<file path="config.mk">
export PLATFORM = sky130hd
export DESIGN_NAME = div_unit
export DESIGN_NICKNAME = d
export VERILOG_FILES = /design/src/rtl/div_unit.sv
export SDC_FILE = /design/constraint.sdc
export NUM_CORES = 1
export LEC_CHECK = 0
export CORE_MARGIN = 4
export CORE_UTILIZATION = 50
export DETAILED_ROUTE_END_ITERATION = 7
export GPL_TIMING_DRIVEN = 0
export PLACE_DENSITY = 0.7
export SLEW_MARGIN = 30
export SYNTH_ARGS = -nofsm -noshare
export SYNTH_HDL_FRONTEND = slang
export SYNTH_SLANG_ARGS = --single-unit
</file>
<file path="constraint.sdc">
create_clock -name sys_clk -period 5.3 [get_ports sys_clk]
set_input_delay 1.06 -clock sys_clk [delete_from_list [all_inputs] [get_ports sys_clk]]
set_output_delay 1.06 -clock sys_clk [all_outputs]
set_load 0.02 [all_outputs]
</file>
<file path="src/rtl/div_unit.sv">
// Sequential IEEE-754 single-precision divider, one restoring quotient bit per cycle.
// Shares the trig/vld/busy handshake and bus layout of the companion multiply unit.
module div_unit #(
  parameter int QBITS = 26
) (
  input  logic        sys_clk,
  input  logic        sys_rst_n,
  input  logic [31:0] data1_in,
  input  logic [31:0] data2_in,
  output logic [31:0] data_out,
  input  logic        trig,
  output logic        vld,
  output logic        busy
);

  typedef enum logic [2:0] {
    S_IDLE,
    S_UNPACK,
    S_DIVIDE,
    S_ROUND,
    S_DONE
  } state_t;

  localparam logic [31:0] QNAN = 32'h7FC0_0000;

  state_t             state_q, state_d;
  logic [31:0]        a_q, a_d;
  logic [31:0]        b_q, b_d;
  logic               sign_q, sign_d;
  logic signed [9:0]  exp_q, exp_d;
  logic [23:0]        mb_q, mb_d;
  logic [24:0]        rem_q, rem_d;
  logic [QBITS-1:0]   quo_q, quo_d;
  logic [4:0]         cnt_q, cnt_d;
  logic [31:0]        res_q, res_d;
  logic [31:0]        data_out_q, data_out_d;
  logic               vld_q, vld_d;

  logic               a_zero, a_inf, a_nan;
  logic               b_zero, b_inf, b_nan;
  logic               s_res;
  logic [24:0]        diff;

  // Normalise, round to nearest-even, then saturate to inf or flush to zero.
  function automatic logic [31:0] round_pack(
    input logic              s,
    input logic signed [9:0] e_in,
    input logic [QBITS-1:0]  q,
    input logic              rem_nz
  );
    logic [23:0]       mant;
    logic              g;
    logic              st;
    logic signed [9:0] e;
    logic [24:0]       mant_inc;
    if (q[QBITS-1]) begin
      mant = q[QBITS-1:2];
      g    = q[1];
      st   = q[0] | rem_nz;
      e    = e_in;
    end else begin
      mant = q[QBITS-2:1];
      g    = q[0];
      st   = rem_nz;
      e    = e_in - 10'sd1;
    end
    mant_inc = {1'b0, mant} + {24'd0, g & (st | mant[0])};
    if (mant_inc[24]) begin
      mant = mant_inc[24:1];
      e    = e + 10'sd1;
    end else begin
      mant = mant_inc[23:0];
    end
    if (e >= 10'sd255)
      round_pack = {s, 8'hFF, 23'h0};
    else if (e <= 10'sd0)
      round_pack = {s, 31'h0};
    else
      round_pack = {s, e[7:0], mant[22:0]};
  endfunction

  assign a_zero = (a_q[30:23] == 8'h00);
  assign a_inf  = (a_q[30:23] == 8'hFF) && (a_q[22:0] == 23'h0);
  assign a_nan  = (a_q[30:23] == 8'hFF) && (a_q[22:0] != 23'h0);
  assign b_zero = (b_q[30:23] == 8'h00);
  assign b_inf  = (b_q[30:23] == 8'hFF) && (b_q[22:0] == 23'h0);
  assign b_nan  = (b_q[30:23] == 8'hFF) && (b_q[22:0] != 23'h0);
  assign s_res  = a_q[31] ^ b_q[31];
  assign diff   = rem_q - {1'b0, mb_q};

  assign data_out = data_out_q;
  assign vld      = vld_q;
  // The vld cycle still counts as busy so a trig landing on it is dropped.
  assign busy     = (state_q != S_IDLE) || vld_q;

  always_comb begin
    state_d    = state_q;
    a_d        = a_q;
    b_d        = b_q;
    sign_d     = sign_q;
    exp_d      = exp_q;
    mb_d       = mb_q;
    rem_d      = rem_q;
    quo_d      = quo_q;
    cnt_d      = cnt_q;
    res_d      = res_q;
    data_out_d = data_out_q;
    vld_d      = 1'b0;
    case (state_q)
      S_IDLE: begin
        if (trig && !busy) begin
          a_d     = data1_in;
          b_d     = data2_in;
          state_d = S_UNPACK;
        end
      end
      S_UNPACK: begin
        sign_d = s_res;
        quo_d  = '0;
        cnt_d  = '0;
        if (a_nan || b_nan || (a_zero && b_zero) || (a_inf && b_inf)) begin
          res_d   = QNAN;
          state_d = S_DONE;
        end else if (a_inf || b_zero) begin
          res_d   = {s_res, 8'hFF, 23'h0};
          state_d = S_DONE;
        end else if (a_zero || b_inf) begin
          res_d   = {s_res, 31'h0};
          state_d = S_DONE;
        end else begin
          rem_d   = {2'b01, a_q[22:0]};
          mb_d    = {1'b1, b_q[22:0]};
          exp_d   = $signed({2'b00, a_q[30:23]}) - $signed({2'b00, b_q[30:23]}) + 10'sd127;
          state_d = S_DIVIDE;
        end
      end
      S_DIVIDE: begin
        // rem stays below 2*mb, so the difference always fits in 24 bits.
        if (rem_q >= {1'b0, mb_q}) begin
          quo_d = {quo_q[QBITS-2:0], 1'b1};
          rem_d = {diff[23:0], 1'b0};
        end else begin
          quo_d = {quo_q[QBITS-2:0], 1'b0};
          rem_d = {rem_q[23:0], 1'b0};
        end
        cnt_d = cnt_q + 5'd1;
        if (cnt_q == 5'(QBITS - 1))
          state_d = S_ROUND;
      end
      S_ROUND: begin
        res_d   = round_pack(sign_q, exp_q, quo_q, rem_q != 25'd0);
        state_d = S_DONE;
      end
      S_DONE: begin
        data_out_d = res_q;
        vld_d      = 1'b1;
        state_d    = S_IDLE;
      end
      default: state_d = S_IDLE;
    endcase
  end

  always_ff @(posedge sys_clk or negedge sys_rst_n) begin
    if (!sys_rst_n) begin
      state_q    <= S_IDLE;
      a_q        <= '0;
      b_q        <= '0;
      sign_q     <= 1'b0;
      exp_q      <= '0;
      mb_q       <= '0;
      rem_q      <= '0;
      quo_q      <= '0;
      cnt_q      <= '0;
      res_q      <= '0;
      data_out_q <= '0;
      vld_q      <= 1'b0;
    end else begin
      state_q    <= state_d;
      a_q        <= a_d;
      b_q        <= b_d;
      sign_q     <= sign_d;
      exp_q      <= exp_d;
      mb_q       <= mb_d;
      rem_q      <= rem_d;
      quo_q      <= quo_d;
      cnt_q      <= cnt_d;
      res_q      <= res_d;
      data_out_q <= data_out_d;
      vld_q      <= vld_d;
    end
  end

endmodule

</file>
==> results of run 1 <==
cell families after synthesis:
kind of cell | Yosys count | share of synthesized area, %
flip-flops | 223 | 44.4
AO/OA/AOI/OAI | 305 | 16.4
adder cells (fa/ha/maj) | 40 | 4.10
XOR/XNOR | 78 | 5.70
multiplexers | 117 | 10.3
AND/OR/NAND/NOR | 382 | 14.9
buffers and inverters | 129 | 4.10
worst max path at each step:
stage / from / slack (ns) / cells after the start / end
3_5_place_dp: quo_q[25] / -0.44 / 19 / res_q[1]
4_1_cts: quo_q[25] / 0.15 / 18 / res_q[1]
3_3_place_gp: sys_rst_n / -6.15 / 1 / b_q[25]
5_1_grt: quo_q[25] / 0.12 / 17 / res_q[0]
6_report: quo_q[25] / 0.43 / 16 / res_q[21]
2_1_floorplan: quo_q[25] / 0.71 / 17 / res_q[21]
critical path: cells and delay by family, from the launching register on:
kind            cells  cell delay [ns]
mux                 1             0.20
flops               1             0.33
compound gates      2             0.44
buf+inv             5             1.38
fa+ha+maj           1             0.18
simple gates        7             2.23
state kept, by name (all words and copies together), names as in the netlist:
signal,flops
a_q,32
b_q,32
cnt_q,5
data_out,32
exp_q,10
mb_q,24
quo_q,26
rem_q,25
res_q,32
sign_q,1
state_q,3
vld,1
power by group through the flow:
stage	combinational [mW]	clock, mW	sequential [mW]
after detailed placement	5.03	0	2.91
final	5.07	1.87	2.89
after CTS	5.06	1.90	2.88
after global routing	5.63	1.98	2.98
after global placement	4.92	0	2.89
after floorplan	3.80	0	2.78
cells in the final DEF (no fill, tap or decap), types with 5 or more instances in the layout:
cell type,synthesis,layout
a211oi_1,18,18
a21o_1,13,13
a21oi_1,49,49
a22o_1,35,35
a31oi_1,26,26
a32o_1,12,12
and2_1,10,10
and3_1,8,8
buf_2,7,8
clkbuf_1,64,62
clkbuf_16,0,25
clkbuf_8,0,7
clkdlybuf4s50_1,0,99
clkinv_2,0,5
dfrtp_1,223,223
ha_1,38,38
inv_1,50,50
mux2_2,103,103
mux2i_1,13,13
nand2_1,157,157
nand2b_1,14,14
nand3_1,24,24
nand4_1,15,15
nor2_1,69,69
nor2b_1,10,10
nor3_1,22,22
nor4_1,20,20
o211a_1,5,5
o211ai_1,5,5
o21a_1,7,7
o21ai_0,87,87
o22ai_1,6,6
or3_1,5,5
or4_1,6,6
xnor2_1,44,44
xor2_1,32,32
layout make-up:
class,instances,area (um2),area share [%]
well taps,324,405,2.71
clock inverters,13,179,1.20
multi-input cells,922,6480,43.4
flip-flops and latches,223,5580,37.4
repair buffers,102,1060,7.10
inverters,50,188,1.26
clock buffers,33,726,4.86
plain buffers,77,323,2.16
through the flow:
stage / std cells / hold WS, ns / instance area [um2]
after floorplan: 1274 / 0.418 / 12600
after global placement: 1698 / 0.451 / 14000
after detailed placement: 1700 / 0.479 / 14000
after CTS: 1745 / 0.459 / 14900
after global routing: 1744 / 0.483 / 14900
final: 1744 / 0.453 / 14900
per-layer routing:
layer | routed length, um | global-route usage, %
met1 | 13800 | 29.3
met2 | 14500 | 36.3
met3 | 1500 | 3.11
met4 | 1410 | 9.18
met5 | 0 | 0
repair_timing:
action	in CTS	in global routing
buffers inserted	0	0
hold buffers	0	0
endpoints found under the setup margin	30	25
resized for setup	1	2
==> results_dict.tcl, run 1 <==
set metrics [dict create \
    setup_viol 0 \
    arrival_ns 5.28 \
    switchingPower_mw 4.17 \
    grt_pass1_vias 9916 \
    synth_ff_type "dfrtp_1" \
    ios 101 \
    rrSetupSlack_ns 0.43 \
    worst_path_largest_cell_delay_ns 0.56 \
    cp-end-kind "register" \
    die-area_mm2 0.0278 \
    yosys-top-cells-count "223 x dfrtp_1, 157 x nand2_1, 103 x mux2_2, 87 x o21ai_0, 69 x nor2_1" \
    cts_made_buffers 25 \
    die-height_um 167 \
    cp-start-kind "register" \
    rsz0062_at_grt "no" \
    finalPower_mw 9.82 \
    htreeDepth 1 \
    antenna_found_initial 0 \
    dr.pass1.iters 4 \
    worstSkewPairLatency_ns 0.53 \
    syn_to_final_growth_pct 18.8 \
    fmax_mhz 205 \
    start_util_pct 51.3 \
    yosys.area.top_type_share_pct 44.4 \
    final_nets 1508 \
    criticalPathCategory "register to register" \
    yosys.area.top_type "dfrtp_1" \
    drive_gt1_share_pct 12.9 \
    slew_violations 0 \
    yosys_register_bits 223 \
    fin_ws_ns 0.426 \
    synthArstFlopShare_pct 100 \
    syn_area_mm2 0.0126 \
    yosysWarnings 0 \
    ys_top_cells_by_area "dfrtp_1 44%, mux2_2 9.2%, nand2_1 4.7%" \
    ys_seq_area_share_pct 44.4 \
    pwr-share-comb_pct 51.6 \
    peakVddDrop_v 0.000349 \
    vias_per_cell 5.75 \
    cts_tree "built" \
    wl_per_cell_um 17.9 \
    tightest_slew_ns 0.907 \
    remaining_drc_errors 0 \
    wl_um 31200 \
    p_seq_share_pct 29.4 \
    rows 57 \
    cts.root.buffer_cell "clkbuf_16" \
    setup_tns_ns 0 \
    p_clk_share_pct 19.0 \
    clockBufferDepth 3 \
    switching_share_pct 42.5 \
    dp_hpwl_um 23400 \
    avgSynthCellArea_um2 9.87 \
    p_int_mw 5.65 \
    antenna_left 0 \
    synth_edf_count 0 \
    fin_crit_sh_pct 92.0 \
    leakagePower_nw 6.38 \
    worstPathMaxFanout 19 \
    yosysMostFrequentCell "dfrtp_1" \
    worstPathRequired_ns 5.71 \
    path_clk_slew_ns 0.06 \
    clock-sinks 223 \
    yosys.cell_types.count 75 \
    r2r_start "quo_q[25]" \
    portBuffers 100 \
    finalHoldViolations 0 \
    vias 10000 \
    pre_cts_slack_ns -0.435 \
    cap_viol_max_count 0 \
    crit_chain "buf_6, buf_6, clkbuf_1, buf_2, clkbuf_2, mux2_2, ha_1, nand2_1, nor4b_4, nand4b_2, or4_1, a22o_1, or4_1, nand3_2, nor2_2, a32o_1" \
    worst_r2r_endpoint "res_q[21]" \
    drtIter0Drc 588 \
    grt_overflow 0 \
    diodes 0 \
    grt_max_degree 88 \
    grt_pass1_wl_um 51200 \
    synth_nets 1381 \
    period_needed_ns 4.87 \
    syn_inst 1274 \
    fin_skew_ns 0.0188 \
    outcome "complete, no violations" \
    slew_headroom_pct 39.5 \
    gp_congestion 0.897 \
    reg2reg_depth 16 \
    powerDensity_mw_per_mm2 658 \
    core-area_mm2 0.0245 \
    fillers 2177 \
    grtUsageTotal_pct 22.0 \
    dieWidth_um 167 \
    min_path_type "primary input to asynchronous set/reset pin" \
    cp_slowest_cell "nor4b_4" \
    final_util_pct 60.9 \
]
Power figures use the tool's default switching activity.
==> run 2: changes to the inputs <==
- ABC_AREA: not set -> 1
- SETUP_SLACK_MARGIN: not set -> 0.15
==> results_dict.tcl, run 2 <==
set metrics [dict create \
    p_clk_share_pct 19.6 \
    layout_common_cells "452 x nand2_1, 223 x dfrtp_1, 189 x inv_1" \
    powerDensity_mw_per_mm2 645 \
    switching_share_pct 46.2 \
    drtIter0Drc 982 \
    post_cts.repair.setup_buffers 0 \
    p_seq_share_pct 28.7 \
    fin_skew_ns 0.0122 \
    ios 101 \
    synthArstFlopShare_pct 100 \
    cts_tree "built" \
    slew_violations 0 \
    cts_resized 0 \
    fmax_mhz 264 \
    syn_to_final_growth_pct 19.1 \
    drive_gt1_share_pct 5.99 \
    layoutNonFillerInstCount 2095 \
    syn_area_mm2 0.0125 \
    yosys.area.top_type_share_pct 44.7 \
    cpMostUsedCell "nor2_1" \
    finalHoldViolations 0 \
    fin_crit_sh_pct 71.4 \
    antenna_left 0 \
    vias 11200 \
    portBuffers 100 \
    worstSetupStartpoint "b_q[18]" \
    synth_edf_count 0 \
    pwr-share-comb_pct 51.7 \
    slew_headroom_pct 23.1 \
    crit_chain "inv_1, nand4_1, nor4_1, nand4_1, nand2_1, nand3_1, nor2_1, buf_2, nor2_1, inv_1, clkbuf_1, nor2_1, a21oi_1" \
    wl_um 34100 \
    numPlacedInstances 2049 \
    ys_top_cells_by_area "dfrtp_1 45%, nand2_1 14%, o21ai_0 6.1%" \
    leakagePower_nw 6.88 \
    clockBufferDepth 3 \
    worstPathRequired_ns 5.75 \
    grt_pass1_wl_um 55800 \
    vias_per_cell 5.36 \
    path_clk_slew_ns 0.06 \
    worst_path_largest_cell_delay_ns 0.87 \
    start_util_pct 51.1 \
    dr.pass1.iters 5 \
    cts_hold_buf 0 \
    tightest_slew_ns 1.14 \
    avgSynthCellArea_um2 7.69 \
    r2r_start "b_q[18]" \
    min_path_type "primary input to asynchronous set/reset pin" \
    ys_seq_area_share_pct 44.7 \
    diodes 0 \
    outcome "complete, no violations" \
    grt_overflow 0 \
    synth_ff_type "dfrtp_1" \
    setup_viol 0 \
    final_nets 1860 \
    finalInstanceArea_mm2 0.0149 \
    yosys.cell_types.count 48 \
    switchingPower_mw 4.43 \
    rows 57 \
    layout_commonest_cell "nand2_1" \
    yosysMostFrequentCell "nand2_1" \
    yosys_register_bits 223 \
    worstPathMaxFanout 10 \
    die-height_um 166 \
    worst_r2r_endpoint "rem_q[20]" \
    gp_congestion 0.944 \
    clock-sinks 223 \
    cp-start-kind "register" \
    cp_slowest_cell "nor4_1" \
    p_int_mw 5.16 \
    grt_pass1_vias 10700 \
    yosys.area.top_type "dfrtp_1" \
    cap_viol_max_count 0 \
    peakVddDrop_v 0.000352 \
    yosysWarnings 0 \
    cp-end-kind "register" \
    worstSkewPairLatency_ns 0.53 \
    htreeDepth 1 \
    finalPower_mw 9.59 \
    remaining_drc_errors 0 \
    reg2reg_depth 13 \
    rrSetupSlack_ns 1.52 \
    core-area_mm2 0.0245 \
    grtUsageTotal_pct 24.4 \
    die-area_mm2 0.0276 \
    grt_max_degree 85 \
    critPathBufInv 4 \
    cp_top_family "simple AND/OR/NAND/NOR gates" \
    wl_per_cell_um 16.3 \
    antenna_found_initial 0 \
    cts_made_buffers 26 \
    yosys-top-cells-count "452 x nand2_1, 223 x dfrtp_1, 189 x inv_1, 151 x o21ai_0, 99 x nor2_1" \
    synth_nets 1730 \
    criticalPathCategory "register to register" \
    rsz0062_at_grt "no" \
    dieWidth_um 166 \
    cts.root.buffer_cell "clkbuf_16" \
    arrival_ns 4.24 \
    syn_inst 1623 \
    placed_cell_area_mm2 0.0140 \
    period_needed_ns 3.78 \
    dp_hpwl_um 26000 \
]
-- run 2: changes by cell type in the layout (fill, tap and decap cells not counted), moves of 21 or more --
cell     before  now
o21ai_1       2   25
nor2_1       69   99
o21ai_0      87  151
xnor2_1      44   22
o22ai_1       6   37
a31oi_1      26    5
a21oi_1      49   76
nand3_1      24   71
inv_1        50  189
nand2_1     157  452
mux2_2      103    0
a22o_1       35    0
-- run 2: area by class of cell --
class                      instances  area [um2]
fill                            2238        9590
multi-input combinational       1144        5890
sequential                       223        5580
timing repair buffer             102        1060
inverter                         197         739
clock buffer                      33         738
tap                              324         405
buffer                            59         288
clock inverter                    13         165
-- run 2: how the worst max path moves through the flow --
stage | endpoint | depth (start not counted) | slack [ns]
2_1_floorplan | res_q[0] | 21 | 2.44
4_1_cts | rem_q[20] | 13 | 1.75
6_report | rem_q[20] | 13 | 1.52
5_1_grt | rem_q[19] | 13 | 1.41
3_5_place_dp | a_q[2] | 7 | 1.48
3_3_place_gp | b_q[8] | 1 | -6.15
-- run 2: through the flow --
step	setup WS, ns	util (%)	hold slack [ns]	TNS [ns]
after floorplan	2.44	-	0.426	0
after global placement	-6.15	56.8	0.446	-1363.77
after detailed placement	1.48	57.1	0.454	0
after CTS	1.75	60.8	0.455	0
after global routing	1.41	60.8	0.471	0
final	1.52	60.8	0.450	0
-- run 2: kinds of logic after synthesis --
family	after synthesis	synth area share, %
flip-flops	223	44.7
XOR/XNOR	49	3.44
AO/OA/AOI/OAI	333	14.7
buffers and inverters	256	8.23
adder cells (fa/ha/maj)	40	4.13
AND/OR/NAND/NOR	722	24.8
-- run 2: routing by layer --
metal / global-route usage, % / part of all wire (%)
met1: 38.5 / 49
met4: 5.49 / 2.1
met5: 0 / 0
met3: 3.59 / 7.5
met2: 35.5 / 41
-- run 2: power by group through the flow --
stage	sequential [mW]	combinational, mW	clock (mW)
after detailed placement	2.76	4.88	0
after global placement	2.75	4.78	0
after floorplan	2.69	3.54	0
after CTS	2.74	4.92	1.90
after global routing	2.82	5.62	1.98
final	2.75	4.96	1.88
